$ cat src/rtl/rf_write_arbiter.sv
// Two-port register-file write arbiter with starvation-bounded priority; one-cycle registered write, ready is combinational.
// Optional read bypass of the in-flight write is compiled when RF_WARB_BYPASS_EN is defined.
module rf_write_arbiter #(
  parameter int STARVE_LIMIT = 4
) (
  input  logic        clk,
  input  logic        reset,
  input  logic        a_valid,
  input  logic [4:0]  a_addr,
  input  logic [31:0] a_data,
  output logic        a_ready,
  input  logic        b_valid,
  input  logic [4:0]  b_addr,
  input  logic [31:0] b_data,
  output logic        b_ready,
  output logic        rf_we,
  output logic [4:0]  rf_a3,
  output logic [31:0] rf_wd3,
  input  logic [4:0]  ra1,
  input  logic [4:0]  ra2,
  input  logic [31:0] rd1_in,
  input  logic [31:0] rd2_in,
  output logic [31:0] rd1_out,
  output logic [31:0] rd2_out
);

  typedef enum logic {
    PRIO_A = 1'b0,
    PRIO_B = 1'b1
  } prio_t;

  localparam logic [3:0] LP_LIMIT = 4'(STARVE_LIMIT);

  prio_t       r_state;
  prio_t       w_state_nxt;
  logic [3:0]  r_starve;
  logic [3:0]  w_starve_nxt;
  logic        w_grant_a;
  logic        w_grant_b;
  logic        r_we;
  logic [4:0]  r_a3;
  logic [31:0] r_wd3;

  // Contention is resolved by the priority state; a lone requester always wins.
  always_comb begin
    w_grant_a = 1'b0;
    w_grant_b = 1'b0;
    if (!reset) begin
      if (a_valid && b_valid) begin
        if (r_state == PRIO_B) begin
          w_grant_b = 1'b1;
        end else begin
          w_grant_a = 1'b1;
        end
      end else begin
        w_grant_a = a_valid;
        w_grant_b = b_valid;
      end
    end
  end

  assign a_ready = w_grant_a;
  assign b_ready = w_grant_b;

  always_comb begin
    w_starve_nxt = r_starve;
    if (w_grant_b || !b_valid) begin
      w_starve_nxt = 4'd0;
    end else if (r_starve != 4'hF) begin
      w_starve_nxt = r_starve + 4'd1;
    end
  end

  always_comb begin
    w_state_nxt = r_state;
    case (r_state)
      PRIO_A:  if (w_starve_nxt >= LP_LIMIT) w_state_nxt = PRIO_B;
      PRIO_B:  if (w_grant_b) w_state_nxt = PRIO_A;
      default: w_state_nxt = PRIO_A;
    endcase
  end

  always_ff @(posedge clk or posedge reset) begin
    if (reset) begin
      r_state  <= PRIO_A;
      r_starve <= 4'd0;
    end else begin
      r_state  <= w_state_nxt;
      r_starve <= w_starve_nxt;
    end
  end

  // Writes to x0 are consumed but never reach the register file.
  always_ff @(posedge clk or posedge reset) begin
    if (reset) begin
      r_we  <= 1'b0;
      r_a3  <= 5'd0;
      r_wd3 <= 32'd0;
    end else if (w_grant_a) begin
      r_we  <= (a_addr != 5'd0);
      r_a3  <= a_addr;
      r_wd3 <= a_data;
    end else if (w_grant_b) begin
      r_we  <= (b_addr != 5'd0);
      r_a3  <= b_addr;
      r_wd3 <= b_data;
    end else begin
      r_we  <= 1'b0;
    end
  end

  assign rf_we  = r_we;
  assign rf_a3  = r_a3;
  assign rf_wd3 = r_wd3;

`ifdef RF_WARB_BYPASS_EN
  assign rd1_out = (r_we && (ra1 == r_a3) && (ra1 != 5'd0)) ? r_wd3 : rd1_in;
  assign rd2_out = (r_we && (ra2 == r_a3) && (ra2 != 5'd0)) ? r_wd3 : rd2_in;
`else
  logic w_unused_ra;
  assign w_unused_ra = ^{ra1, ra2};
  assign rd1_out = rd1_in;
  assign rd2_out = rd2_in;
`endif

endmodule

$ cat config.mk
export PLATFORM = sky130hd
export DESIGN_NAME = rf_write_arbiter
export DESIGN_NICKNAME = d
export VERILOG_FILES = /design/src/rtl/rf_write_arbiter.sv
export SDC_FILE = /design/constraint.sdc
export NUM_CORES = 1
export LEC_CHECK = 0
export ABC_AREA = 1
export CAP_MARGIN = 25
export CORE_AREA = 2 2 100 102
export DETAILED_ROUTE_END_ITERATION = 8
export DIE_AREA = 0 0 102 104
export PLACE_DENSITY_LB_ADDON = 0.2
export SLEW_MARGIN = 20
export SYNTH_ARGS = -nofsm -noshare
export SYNTH_HDL_FRONTEND = slang
export SYNTH_SLANG_ARGS = --single-unit
export TNS_END_PERCENT = 10
$ cat constraint.sdc
create_clock -name clk -period 4.71 [get_ports clk]
set_input_delay 1.1775 -clock clk [delete_from_list [all_inputs] [get_ports clk]]
set_output_delay 1.1775 -clock clk [all_outputs]
set_load 0.05 [all_outputs]
Word-level counts from Yosys, hierarchy flattened
Index checks and enable logic that the tools add are counted.
Operators by class
  bitwise operators: 1
  shift-type cells: 0
  mux-type cells: 17
  equality and inequality tests: 1
  multipliers: 0
  $lt $le $gt $ge: 1
  divide/modulo/power cells: 0
  reduce and logical (&&, ||, !) cells: 6
  $add $sub $neg: 1
Operators by type and width (number)
  32-bit 2-to-1 mux: 2
  1-bit 2-to-1 mux: 10
  5-bit 2-to-1 mux: 2
  5-bit nonzero test: 2
  4-bit 2-to-1 mux: 2
  4-bit by 1-bit adder with 4-bit output (second input constant): 1
  4-bit by 3-bit >= comparator with 1-bit output (second input constant): 1
  4-bit inequality test (second input constant): 1
  1-bit one-hot mux with 2 select lines: 1
  2-bit nonzero test: 1
  1-bit logical AND: 1
  1-bit logical NOT: 1
  1-bit logical OR: 1
  1-bit inverter: 1
Storage, ports and cells
  RAM bits: 0
  memories kept: 0
  memory bits (read-only): 0
  bits in registers: 43
  input bits: 152
  output and inout bits: 104
  bits in latches: 0

Depth between registers and ports, before layout
Gate-level depths: netlist of run 1.
  depth in word-level cells: 8
  gate-level depth with buffers: 8

Least setup slack after synthesis of run 1
OpenSTA, ideal clock, no wires.
  path type: input port to output port
  start: input reset
  end: output b_ready
  data arrival time: 2709 ps
  path slack: 824 ps
  path buffers: 0
  data required time: 3533 ps
  stages on the path: 3
  cells stage by stage: inv_2 > nand2_1 > a21oi_1
Between the ends
  longest elaborated chain between the ends: 1
RTL lines
  from (decl): RTL line 7  | input logic reset,
  1-bit 2-to-1 mux: RTL line 48  | if (!reset) begin
  to (decl): RTL line 15  | output logic b_ready,
Every way passes these cells.

Worst setup path after layout of run 1
  start: input b_valid
  end: output b_ready
Between the ends
  longest elaborated chain between the ends: 3
RTL lines
  from (decl): RTL line 12  | input logic b_valid,
  1-bit logical AND: RTL line 49  | if (a_valid && b_valid) begin
  1-bit 2-to-1 mux *: RTL line 49
  1-bit 2-to-1 mux *: RTL line 48
Mark *: on every way between the ends. The rest lies on a longest branch, timed or not.

==> results of run 1 <==
metal layers:
layer  share of wire  wire [µm]  vias up
met3           0.075        526       16
met2            0.50       3530       91
li1                -          -     1048
met4           0.010         72        0
met1            0.41       2860      995
met5               0          0        -
power by group:
part           internal, W  total, W  switching, W
sequential        0.000420  0.000447     0.0000275
clock             0.000212  0.000345      0.000133
combinational     0.000182  0.000470      0.000288
total             0.000813   0.00126      0.000449
worst min-delay path: cells and delay by family (launching register included):
kind / cells / cell delay (ns)
compound gates: 1 / 0.12
flops: 1 / 0.35
simple gates: 1 / 0.05
cell usage in the layout (no fill, tap or decap), types with 2 or more instances in the layout:
| cell type | instances |
|---|---|
| sky130_fd_sc_hd__clkdlybuf4s50_1 | 115 |
| sky130_fd_sc_hd__nand2_1 | 87 |
| sky130_fd_sc_hd__dfrtp_1 | 43 |
| sky130_fd_sc_hd__nor2_1 | 40 |
| sky130_fd_sc_hd__a31oi_1 | 37 |
| sky130_fd_sc_hd__inv_1 | 7 |
| sky130_fd_sc_hd__clkbuf_8 | 5 |
| sky130_fd_sc_hd__nand3_1 | 3 |
| sky130_fd_sc_hd__buf_12 | 3 |
| sky130_fd_sc_hd__buf_4 | 3 |
| sky130_fd_sc_hd__inv_2 | 2 |
| sky130_fd_sc_hd__a21oi_1 | 2 |
| sky130_fd_sc_hd__o21ai_0 | 2 |
| sky130_fd_sc_hd__nor3_1 | 2 |
| sky130_fd_sc_hd__bufinv_16 | 2 |
area by class of cell:
class / instances / area [µm²] / share of cell area
timing repair buffer: 121 / 1230 / 0.355
sequential: 43 / 1080 / 0.310
multi-input combinational: 182 / 826 / 0.238
tap: 133 / 166 / 0.0479
clock buffer: 5 / 68.8 / 0.0198
clock inverter: 3 / 67.6 / 0.0195
inverter: 9 / 33.8 / 0.00973
sequential cells by signal, indices dropped and copies added, names as in the netlist:
| signal | flops |
|---|---|
| rf_wd3 | 32 |
| rf_a3 | 5 |
| r_starve | 4 |
| r_state | 1 |
| rf_we | 1 |
metrics by stage:
stage | cell area [µm²] | hold slack (ns) | total power, W
after global placement | 3340 | 0.530 | 0.000927
after detailed placement | 3340 | 0.542 | 0.000931
after global routing | 3470 | 0.579 | 0.00133
final | 3470 | 0.552 | 0.00126
after CTS | 3470 | 0.558 | 0.00129
after floorplan | 2520 | 0.514 | 0.000878
worst min-delay path by stage:
stage                                        end  slack, ns  depth (start not counted)                   start
after floorplan                r_state$_DFF_PP0_       0.51                          3       r_state$_DFF_PP0_
after global placement      rf_a3[3]$_DFFE_PP0P_       0.53                          2    rf_a3[3]$_DFFE_PP0P_
after detailed placement  rf_wd3[11]$_DFFE_PP0P_       0.54                          2  rf_wd3[11]$_DFFE_PP0P_
after CTS                 rf_wd3[24]$_DFFE_PP0P_       0.56                          2  rf_wd3[24]$_DFFE_PP0P_
after global routing      rf_wd3[28]$_DFFE_PP0P_       0.58                          2  rf_wd3[28]$_DFFE_PP0P_
final                     rf_wd3[20]$_DFFE_PP0P_       0.55                          2  rf_wd3[20]$_DFFE_PP0P_
kinds of logic after synthesis:
logic type / Yosys count
and+or+nand+nor: 138
AOI/OAI and AO/OA: 42
buffers and inverters: 89
xor gates and xnor gates: 1
DFF: 43
adders and majority gates: 1
==> impl_table.tex, run 1 <==
\begin{tabular}{lr}
\hline
Metric & Value \\
\hline
\multicolumn{2}{l}{\textbf{Timing}} \\
Total negative setup slack & 0 ns \\
Pin slew with the least headroom to its limit & 0.589 ns \\
Number of endpoints failing setup at the final stage & 0 \\
Max Clk Rate & 288 MHz \\
Final clock period utilization by the worst path & 0.737 \\
Max-slew headroom at the worst pin & 0.607 \\
RSZ-0062 raised after global routing & no \\
Worst path setup slack after routing & 1.24 ns \\
Final Hold Violating Endpoints & 0 \\
Max-slew violation count & 0 \\
Max Clock Skew & 0.00948 ns \\
Tmin final & 3.47 ns \\
\multicolumn{2}{l}{\textbf{Placement}} \\
Total instance count after detailed placement & 488 \\
Place WS & 1.23 ns \\
Quantity of I/O buffers inserted on ports & 117 \\
Placed wire-length estimate after detailed placement & 4980 µm \\
Final Wtd Congestion & 0.674 \\
\multicolumn{2}{l}{\textbf{Worst hold path}} \\
Class of the tightest hold or removal check & register to register \\
\multicolumn{2}{l}{\textbf{Global routing}} \\
Antenna violations before repair & 0 \\
Maximum number of pins on one net before global-route repair & 75 \\
M1 GR Usage & 0.151 \\
Global-route wire length before repair & 10800 µm \\
Overflow left after global routing & 0 \\
GR Layer Usage met3 & 0.0343 \\
Via count of the first global-routing pass & 2131 \\
Highest-utilization routing layer at the global route stage & met2 \\
GRT Util Overall & 0.129 \\
M2 GR Usage & 0.227 \\
\multicolumn{2}{l}{\textbf{Floorplanning}} \\
Die area & 0.0106 mm² \\
Starting Density & 0.264 \\
Io pins & 256 \\
Die outline height & 104 µm \\
Die Wd & 102 µm \\
Row Count & 36 \\
Std-Cell Core Area & 0.00955 mm² \\
\multicolumn{2}{l}{\textbf{Route}} \\
TritonRoute pass-1 iters & 4 \\
Number of DRC violations after detailed-routing iteration 0 & 76 \\
Total number of vias & 2150 \\
Sum of routed wire length over all layers & 6980 µm \\
Routed wire per std cell & 14.1 µm \\
DRC errors left & 0 \\
DRT antenna net count & 0 \\
Vias per cell & 4.33 \\
\multicolumn{2}{l}{\textbf{Synthesis}} \\
Number of nets produced by synthesis & 467 \\
Top-area cell type share of the netlist area & 0.427 \\
Library cell with the highest instance count after synthesis & sky130\_fd\_sc\_hd\_\_nand2\_1 \\
Yosys warnings & 0 \\
Number of synthesized register bits & 43 \\
Top area cells in the synthesized netlist & sky130\_fd\_sc\_hd\_\_dfrtp\_1, sky130\_fd\_sc\_hd\_\_buf\_4, sky130\_fd\_sc\_hd\_\_nand2\_1 \\
Dominant combinational cell family by area after synthesis & buffers and inverters \\
Fraction of synthesized cell area in xor and xnor cells & 0.00347 \\
Register area share after synthesis & 0.427 \\
Dominant cell type by area after synthesis & sky130\_fd\_sc\_hd\_\_dfrtp\_1 \\
Post-synth top flop & sky130\_fd\_sc\_hd\_\_dfrtp\_1 \\
Async set-or-reset flop fraction in the synthesized netlist & 1.00 \\
Cell count after synthesis & 314 \\
Top cells by count, synth & sky130\_fd\_sc\_hd\_\_nand2\_1, sky130\_fd\_sc\_hd\_\_buf\_4, sky130\_fd\_sc\_hd\_\_dfrtp\_1, sky130\_fd\_sc\_hd\_\_nor2\_1, sky130\_fd\_sc\_hd\_\_a31oi\_1 \\
Number of flops mapped to enable cells by yosys & 0 \\
Post-synthesis simple-gate area fraction & 0.215 \\
Fraction of the mapped netlist area in compound gates & 0.103 \\
Share of cell area taken by muxes after synthesis & 0 \\
Post-synthesis share of cell area spent on full adders, half adders and majority gates & 0.00496 \\
Mapped Area & 0.00252 mm² \\
Syn Area/Cell & 8.03 µm² \\
Post-synthesis cell type count & 22 \\
\multicolumn{2}{l}{\textbf{Setup path}} \\
Kind of end point of the critical path & output port \\
Standard cell with the maximum stage delay on the critical path & sky130\_fd\_sc\_hd\_\_clkdlybuf4s50\_1 \\
List of cells traversed by the critical path & clkdlybuf4s50\_1 > nand2\_1 > a21oi\_1 > buf\_12 \\
Family with the most delay on the worst path & buffers and inverters \\
Maximum fanout count along the critical path & 3 \\
Crit. Startpoint & b\_valid \\
Critical path required time & 3.53 ns \\
Crit path arrival time & 2.29 ns \\
End of the critical path & b\_ready \\
Category of the most critical setup path & input port to output port \\
Reg-to-Reg End & rf\_wd3[5]\$\_DFFE\_PP0P\_ \\
Buffer and inverter count on the worst path & 2 \\
Highest cell delay on the worst timing path & 0.50 ns \\
Cells on worst reg2reg path & 6 \\
Path length in cells of the critical path & 4 \\
Worst R2R Setup Slack & 3.32 ns \\
Beginning of the worst register-to-register path & r\_state\$\_DFF\_PP0\_ \\
Startpoint type of the worst setup path & input port \\
\multicolumn{2}{l}{\textbf{Clocking}} \\
Clock tree from TritonCTS & done \\
Post-CTS setup repair buffer count & 0 \\
Clock buffer count from CTS & 5 \\
Clock transition time at the flip-flop clock pins of the worst setup and hold paths & 0.08 ns \\
Count of hold-fix buffers inserted at cts & 0 \\
Count of cells resized by post-cts repair & 0 \\
Root Driver & sky130\_fd\_sc\_hd\_\_clkbuf\_8 \\
Latest clock arrival within the worst-skew pair & 0.30 ns \\
Level count of the clock H-tree & 2 \\
Longest Clk Path Bufs & 2 \\
Total clock sinks & 43 \\
\multicolumn{2}{l}{\textbf{Cells and area}} \\
Layout Area Growth over Synthesis & 37.7\% \\
Final core utilization & 0.364 \\
Share of cells above drive strength 1 & 0.0523 \\
Diode insertion count for antenna repair & 0 \\
Fill cells & 1041 \\
Nets@finish & 515 \\
Non-Filler Instances & 496 \\
\multicolumn{2}{l}{\textbf{Power and ir drop}} \\
Max IR drop VDD & 0.000124 V \\
Leakage power & 1.45 nW \\
Power density over the cells & 364 mW/mm² \\
\multicolumn{2}{l}{\textbf{Outcome}} \\
Status & finished, final reports clean \\
\multicolumn{2}{l}{\textbf{Flow run}} \\
Number of max-cap violations & 0 \\
\hline
\end{tabular}
(Power assumes the default switching activity.)
==> inputs of run 2 (changes only) <==
Settings changed: CORE_AREA 2 2 100 102 to default, CORE_MARGIN from default to 2, CORE_UTILIZATION from default to 27, DIE_AREA 0 0 102 104 to default.
Clock period 4.71 ns to 2.83 ns, I/O delays scaled along.
==> run 2 against run 1 <==
Net effect: critical path depth rose by 2; routed wire length fell by 0.11%; sequential share of layout area rose by 0.41 points; power rose by 55%; global-route usage rose by 1.0 points; clock power rose by 26%; combinational power rose by 66%; worst setup slack got worse by 0.90 ns; flip-flop and latch count did not move; utilization rose by 1.1 points; non-clock buffer count rose by 2; largest power group unchanged.
==> impl_table.tex, run 2 (same netlist as run 1, synthesis figures left out) <==
\begin{tabular}{lr}
\hline
Metric & Value \\
\hline
\multicolumn{2}{l}{\textbf{Outcome}} \\
Status & finished, final reports clean \\
\multicolumn{2}{l}{\textbf{Setup path}} \\
Crit path arrival time & 1.78 ns \\
Startpoint type of the worst setup path & input port \\
End of the critical path & a\_ready \\
Cells on worst reg2reg path & 6 \\
Worst R2R Setup Slack & 1.44 ns \\
Category of the most critical setup path & input port to output port \\
Kind of end point of the critical path & output port \\
Maximum fanout count along the critical path & 13 \\
Reg-to-Reg End & rf\_wd3[11]\$\_DFFE\_PP0P\_ \\
Critical path required time & 2.12 ns \\
Crit. Startpoint & reset \\
Beginning of the worst register-to-register path & r\_state\$\_DFF\_PP0\_ \\
\multicolumn{2}{l}{\textbf{Placement}} \\
Placed wire-length estimate after detailed placement & 5050 µm \\
Post-placement cell area & 0.00333 mm² \\
Place WS & 0.324 ns \\
Final Wtd Congestion & 0.644 \\
Quantity of I/O buffers inserted on ports & 117 \\
\multicolumn{2}{l}{\textbf{Clocking}} \\
Count of hold-fix buffers inserted at cts & 0 \\
Clock tree from TritonCTS & done \\
Level count of the clock H-tree & 2 \\
Clock buffer count from CTS & 5 \\
Latest clock arrival within the worst-skew pair & 0.30 ns \\
Clock transition time at the flip-flop clock pins of the worst setup and hold paths & 0.08 ns \\
Root Driver & sky130\_fd\_sc\_hd\_\_clkbuf\_8 \\
Count of cells resized by post-cts repair & 0 \\
Longest Clk Path Bufs & 2 \\
Total clock sinks & 43 \\
Post-CTS setup repair buffer count & 0 \\
\multicolumn{2}{l}{\textbf{Global routing}} \\
Global-route wire length before repair & 10900 µm \\
Via count of the first global-routing pass & 2141 \\
Antenna violations before repair & 0 \\
Maximum number of pins on one net before global-route repair & 49 \\
GRT Util Overall & 0.139 \\
Overflow left after global routing & 0 \\
\multicolumn{2}{l}{\textbf{Power and ir drop}} \\
Leakage power & 1.44 nW \\
Max IR drop VDD & 0.000148 V \\
Power density over the cells & 571 mW/mm² \\
Design Power & 0.00196 W \\
\multicolumn{2}{l}{\textbf{Timing}} \\
Worst path setup slack after routing & 0.343 ns \\
Final Hold Violating Endpoints & 0 \\
RSZ-0062 raised after global routing & no \\
Max Clock Skew & 0.00735 ns \\
Max-slew violation count & 0 \\
Final clock period utilization by the worst path & 0.879 \\
Number of endpoints failing setup at the final stage & 0 \\
Total negative setup slack & 0 ns \\
Max-slew headroom at the worst pin & 0.639 \\
Tmin final & 2.49 ns \\
Pin slew with the least headroom to its limit & 0.539 ns \\
Max Clk Rate & 402 MHz \\
\multicolumn{2}{l}{\textbf{Floorplanning}} \\
Io pins & 256 \\
Std-Cell Core Area & 0.00915 mm² \\
Starting Density & 0.275 \\
Die Wd & 101 µm \\
Die outline height & 101 µm \\
Row Count & 35 \\
Die area & 0.0101 mm² \\
\multicolumn{2}{l}{\textbf{Route}} \\
Number of DRC violations after detailed-routing iteration 0 & 53 \\
TritonRoute pass-1 iters & 4 \\
Routed wire per std cell & 14.7 µm \\
DRC errors left & 0 \\
Vias per cell & 4.40 \\
Sum of routed wire length over all layers & 6970 µm \\
Total number of vias & 2094 \\
DRT antenna net count & 0 \\
\multicolumn{2}{l}{\textbf{Cells and area}} \\
Nets@finish & 517 \\
Most common cell after layout, fill and taps aside & sky130\_fd\_sc\_hd\_\_clkdlybuf4s50\_1 \\
Fill cells & 969 \\
Most frequent cells in the layout & sky130\_fd\_sc\_hd\_\_clkdlybuf4s50\_1, sky130\_fd\_sc\_hd\_\_nand2\_1, sky130\_fd\_sc\_hd\_\_dfrtp\_1, sky130\_fd\_sc\_hd\_\_nor2\_1, sky130\_fd\_sc\_hd\_\_a31oi\_1 \\
Diode insertion count for antenna repair & 0 \\
Share of cells above drive strength 1 & 0.0575 \\
Final cell area excluding filler cells & 0.00343 mm² \\
Number of flip-flops under the largest register name & 32 \\
Layout Area Growth over Synthesis & 35.9\% \\
\multicolumn{2}{l}{\textbf{Flow run}} \\
Number of max-cap violations & 0 \\
\multicolumn{2}{l}{\textbf{Worst hold path}} \\
Class of the tightest hold or removal check & register to register \\
\hline
\end{tabular}
## run 2: cell types whose count changed in the layout (fill, tap and decap cells not counted)
cell	change
sky130_fd_sc_hd__buf_4	+2
sky130_fd_sc_hd__clkinvlp_4	-1
sky130_fd_sc_hd__bufinv_16	-2
sky130_fd_sc_hd__a21oi_2	+1
sky130_fd_sc_hd__clkbuf_8	+2
sky130_fd_sc_hd__a21oi_1	-1
sky130_fd_sc_hd__clkbuf_1	+1
## run 2: power by group
part	internal [W]	leakage [nW]	switching (W)	total [W]
logic	0.000306	0.899	0.000475	0.000781
clock network	0.000223	0.0515	0.000211	0.000434
registers	0.000699	0.494	0.0000438	0.000743
## run 2: worst max-delay path: stages
cell                              delay (ns)
sky130_fd_sc_hd__clkdlybuf4s50_1        0.42
sky130_fd_sc_hd__inv_2                  0.08
sky130_fd_sc_hd__buf_4                  0.21
sky130_fd_sc_hd__nand3_2                0.12
sky130_fd_sc_hd__inv_2                  0.10
sky130_fd_sc_hd__buf_12                 0.13
## run 2: layout make-up
type	count	area, µm²	share of cell area
Sequential cell	43	1080	0.314
Tap cell	111	139	0.0405
Timing Repair Buffer	123	1250	0.364
Multi-Input combinational cell	182	830	0.242
Inverter	9	33.8	0.00986
Clock buffer	8	100	0.0292
## run 2: worst min path at each step
stage	startpoint	to	slack, ns	cells past startpoint
4_1_cts	rf_wd3[2]$_DFFE_PP0P_	rf_wd3[2]$_DFFE_PP0P_	0.55	2
5_1_grt	rf_wd3[12]$_DFFE_PP0P_	rf_wd3[12]$_DFFE_PP0P_	0.59	2
2_1_floorplan	r_state$_DFF_PP0_	r_state$_DFF_PP0_	0.53	3
3_5_place_dp	rf_wd3[28]$_DFFE_PP0P_	rf_wd3[28]$_DFFE_PP0P_	0.54	2
6_report	rf_wd3[5]$_DFFE_PP0P_	rf_wd3[5]$_DFFE_PP0P_	0.55	2
3_3_place_gp	rf_a3[1]$_DFFE_PP0P_	rf_a3[1]$_DFFE_PP0P_	0.53	2
## run 2: per-layer routing
| metal | share of wire | vias to the layer above | routed length, µm | global-route usage |
|---|---|---|---|---|
| met5 | 0 | - | 0 | 0 |
| met4 | 0.027 | 0 | 189 | 0.0611 |
| met3 | 0.084 | 24 | 587 | 0.0361 |
| met2 | 0.48 | 92 | 3340 | 0.229 |
| met1 | 0.41 | 930 | 2850 | 0.172 |
| li1 | - | 1048 | - | - |
## run 2: through the flow
step | util | hold slack (ns) | instances
2_1_floorplan | - | 0.527 | 314
4_1_cts | 0.374 | 0.554 | 476
5_1_grt | 0.374 | 0.588 | 476
3_5_place_dp | 0.364 | 0.542 | 468
3_3_place_gp | 0.364 | 0.527 | 468
6_report | 0.374 | 0.550 | 476
==> inputs of run 3 (changes only) <==
Settings changed: CORE_UTILIZATION 27 to 25.
==> run 3 against run 2 <==
Net effect: routed wire length grew 1.7%; global-route usage shrank 1.1 points; power rose by 3.7%.
==> impl_table.tex, run 3 (same netlist as run 1, synthesis figures left out) <==
\begin{tabular}{lr}
\hline
Metric & Value \\
\hline
\multicolumn{2}{l}{\textbf{Timing}} \\
Final Hold Violating Endpoints & 0 \\
Max Clk Rate & 413 MHz \\
RSZ-0062 raised after global routing & no \\
Tmin final & 2.42 ns \\
Max-slew violation count & 0 \\
Max Clock Skew & 0.00611 ns \\
Total negative setup slack & 0 ns \\
Max-slew headroom at the worst pin & 0.619 \\
Worst path setup slack after routing & 0.409 ns \\
Hold WS & 0.552 ns \\
Number of endpoints failing setup at the final stage & 0 \\
Pin slew with the least headroom to its limit & 0.570 ns \\
Final clock period utilization by the worst path & 0.856 \\
\multicolumn{2}{l}{\textbf{Cells and area}} \\
Final core utilization & 0.354 \\
Share of cells above drive strength 1 & 0.0603 \\
Most frequent cells in the layout & sky130\_fd\_sc\_hd\_\_clkdlybuf4s50\_1, sky130\_fd\_sc\_hd\_\_nand2\_1, sky130\_fd\_sc\_hd\_\_dfrtp\_1, sky130\_fd\_sc\_hd\_\_nor2\_1, sky130\_fd\_sc\_hd\_\_a31oi\_1 \\
Layout Area Growth over Synthesis & 37.2\% \\
Most common cell after layout, fill and taps aside & sky130\_fd\_sc\_hd\_\_clkdlybuf4s50\_1 \\
Diode insertion count for antenna repair & 0 \\
Nets@finish & 517 \\
Number of flip-flops under the largest register name & 32 \\
\multicolumn{2}{l}{\textbf{Clocking}} \\
Count of hold-fix buffers inserted at cts & 0 \\
Level count of the clock H-tree & 2 \\
Post-CTS setup repair buffer count & 0 \\
Clock tree from TritonCTS & done \\
Latest clock arrival within the worst-skew pair & 0.29 ns \\
Clock transition time at the flip-flop clock pins of the worst setup and hold paths & 0.08 ns \\
Count of cells resized by post-cts repair & 0 \\
Total clock sinks & 43 \\
Longest Clk Path Bufs & 2 \\
Root Driver & sky130\_fd\_sc\_hd\_\_clkbuf\_8 \\
Clock buffer count from CTS & 5 \\
\multicolumn{2}{l}{\textbf{Worst hold path}} \\
Class of the tightest hold or removal check & register to register \\
Hold path start & rf\_wd3[3]\$\_DFFE\_PP0P\_ \\
\multicolumn{2}{l}{\textbf{Floorplanning}} \\
Die area & 0.0109 mm² \\
Io pins & 256 \\
Starting Density & 0.258 \\
Die outline height & 104 µm \\
Std-Cell Core Area & 0.00977 mm² \\
Row Count & 36 \\
Die Wd & 104 µm \\
\multicolumn{2}{l}{\textbf{Placement}} \\
Quantity of I/O buffers inserted on ports & 117 \\
Final Wtd Congestion & 0.702 \\
Placed wire-length estimate after detailed placement & 5110 µm \\
Place WS & 0.400 ns \\
\multicolumn{2}{l}{\textbf{Setup path}} \\
Maximum fanout count along the critical path & 6 \\
Critical path required time & 2.12 ns \\
Category of the most critical setup path & input port to output port \\
Buffer and inverter count on the worst path & 3 \\
Kind of end point of the critical path & output port \\
List of cells traversed by the critical path & clkdlybuf4s50\_1 > inv\_2 > nand2\_1 > a21oi\_2 > buf\_12 \\
Crit. Startpoint & reset \\
Highest cell delay on the worst timing path & 0.42 ns \\
Family with the most delay on the worst path & buffers and inverters \\
Crit path arrival time & 1.71 ns \\
Standard cell with the maximum stage delay on the critical path & sky130\_fd\_sc\_hd\_\_clkdlybuf4s50\_1 \\
Beginning of the worst register-to-register path & r\_state\$\_DFF\_PP0\_ \\
Startpoint type of the worst setup path & input port \\
\multicolumn{2}{l}{\textbf{Global routing}} \\
Via count of the first global-routing pass & 2133 \\
Overflow left after global routing & 0 \\
Antenna violations before repair & 0 \\
Global-route wire length before repair & 11200 µm \\
GRT Util Overall & 0.128 \\
Maximum number of pins on one net before global-route repair & 43 \\
\multicolumn{2}{l}{\textbf{Route}} \\
Vias per cell & 4.29 \\
Sum of routed wire length over all layers & 7090 µm \\
Total number of vias & 2134 \\
DRC errors left & 0 \\
DRT antenna net count & 0 \\
Routed wire per std cell & 14.2 µm \\
Number of DRC violations after detailed-routing iteration 0 & 55 \\
TritonRoute pass-1 iters & 4 \\
\multicolumn{2}{l}{\textbf{Flow run}} \\
Number of max-cap violations & 0 \\
\multicolumn{2}{l}{\textbf{Power and ir drop}} \\
Max IR drop VDD & 0.000213 V \\
Power density over the cells & 587 mW/mm² \\
Leakage power & 1.45 nW \\
\multicolumn{2}{l}{\textbf{Outcome}} \\
Status & finished, final reports clean \\
\hline
\end{tabular}
run 3: cell types whose count changed in the layout (fill, tap and decap cells not counted), sizes merged:
cell,previous run,this run
clkinv,0,1
bufinv,0,1
clkbuf,8,6
run 3: final timing paths:
| check | endpoint | slack, ns | cells after the start |
|---|---|---|---|
| setup reg to reg | rf_wd3[10]$_DFFE_PP0P_ | 1.44 | 6 |
| min in group asynchronous | r_state$_DFF_PP0_ | 0.61 | 2 |
| setup / recovery | b_ready | 0.41 | 5 |
| max in group asynchronous | rf_we$_DFF_PP0_ | 1.46 | 3 |
| hold / removal | rf_wd3[3]$_DFFE_PP0P_ | 0.55 | 2 |
| hold reg to reg | rf_wd3[3]$_DFFE_PP0P_ | 0.55 | 2 |
run 3: stage by stage:
step / instance area [µm²] / total power [W] / instances
floorplan: 2520 / 0.00146 / 314
global placement: 3340 / 0.00154 / 490
detailed placement: 3340 / 0.00155 / 490
CTS: 3460 / 0.00207 / 498
global route: 3460 / 0.00214 / 498
finish: 3460 / 0.00203 / 498
run 3: layout make-up:
cell class	instances	area [µm²]
repair buffers	123	1240
clock inverters	2	35.0
well taps	133	166
flip-flops and latches	43	1080
fillers	1051	6310
inverters	9	33.8
multi-input cells	182	830
clock buffers	6	82.6
run 3: per-layer routing:
metal / wire length [µm] / vias to the layer above / share of wire / track usage
met2: 3470 / 105 / 0.49 / 0.220
li1: - / 1046 / - / -
met3: 579 / 16 / 0.082 / 0.0451
met1: 2920 / 967 / 0.41 / 0.147
met4: 119 / 0 / 0.017 / 0.0434
met5: 0 / - / 0 / 0
run 3: worst reg2reg max path, stage by stage (launching register included):
cell and delay, ns:
sky130_fd_sc_hd__dfrtp_1 0.40, sky130_fd_sc_hd__nand2_1 0.08, sky130_fd_sc_hd__nand3_2 0.08, sky130_fd_sc_hd__inv_2 0.09, sky130_fd_sc_hd__buf_4 0.37, sky130_fd_sc_hd__nand2_1 0.13, sky130_fd_sc_hd__a31oi_1 0.15
run 3: where the power goes:
part | internal, W | total (W) | switching [W]
registers | 0.000699 | 0.000743 | 0.0000445
clock network | 0.000286 | 0.000507 | 0.000221
logic | 0.000303 | 0.000779 | 0.000476
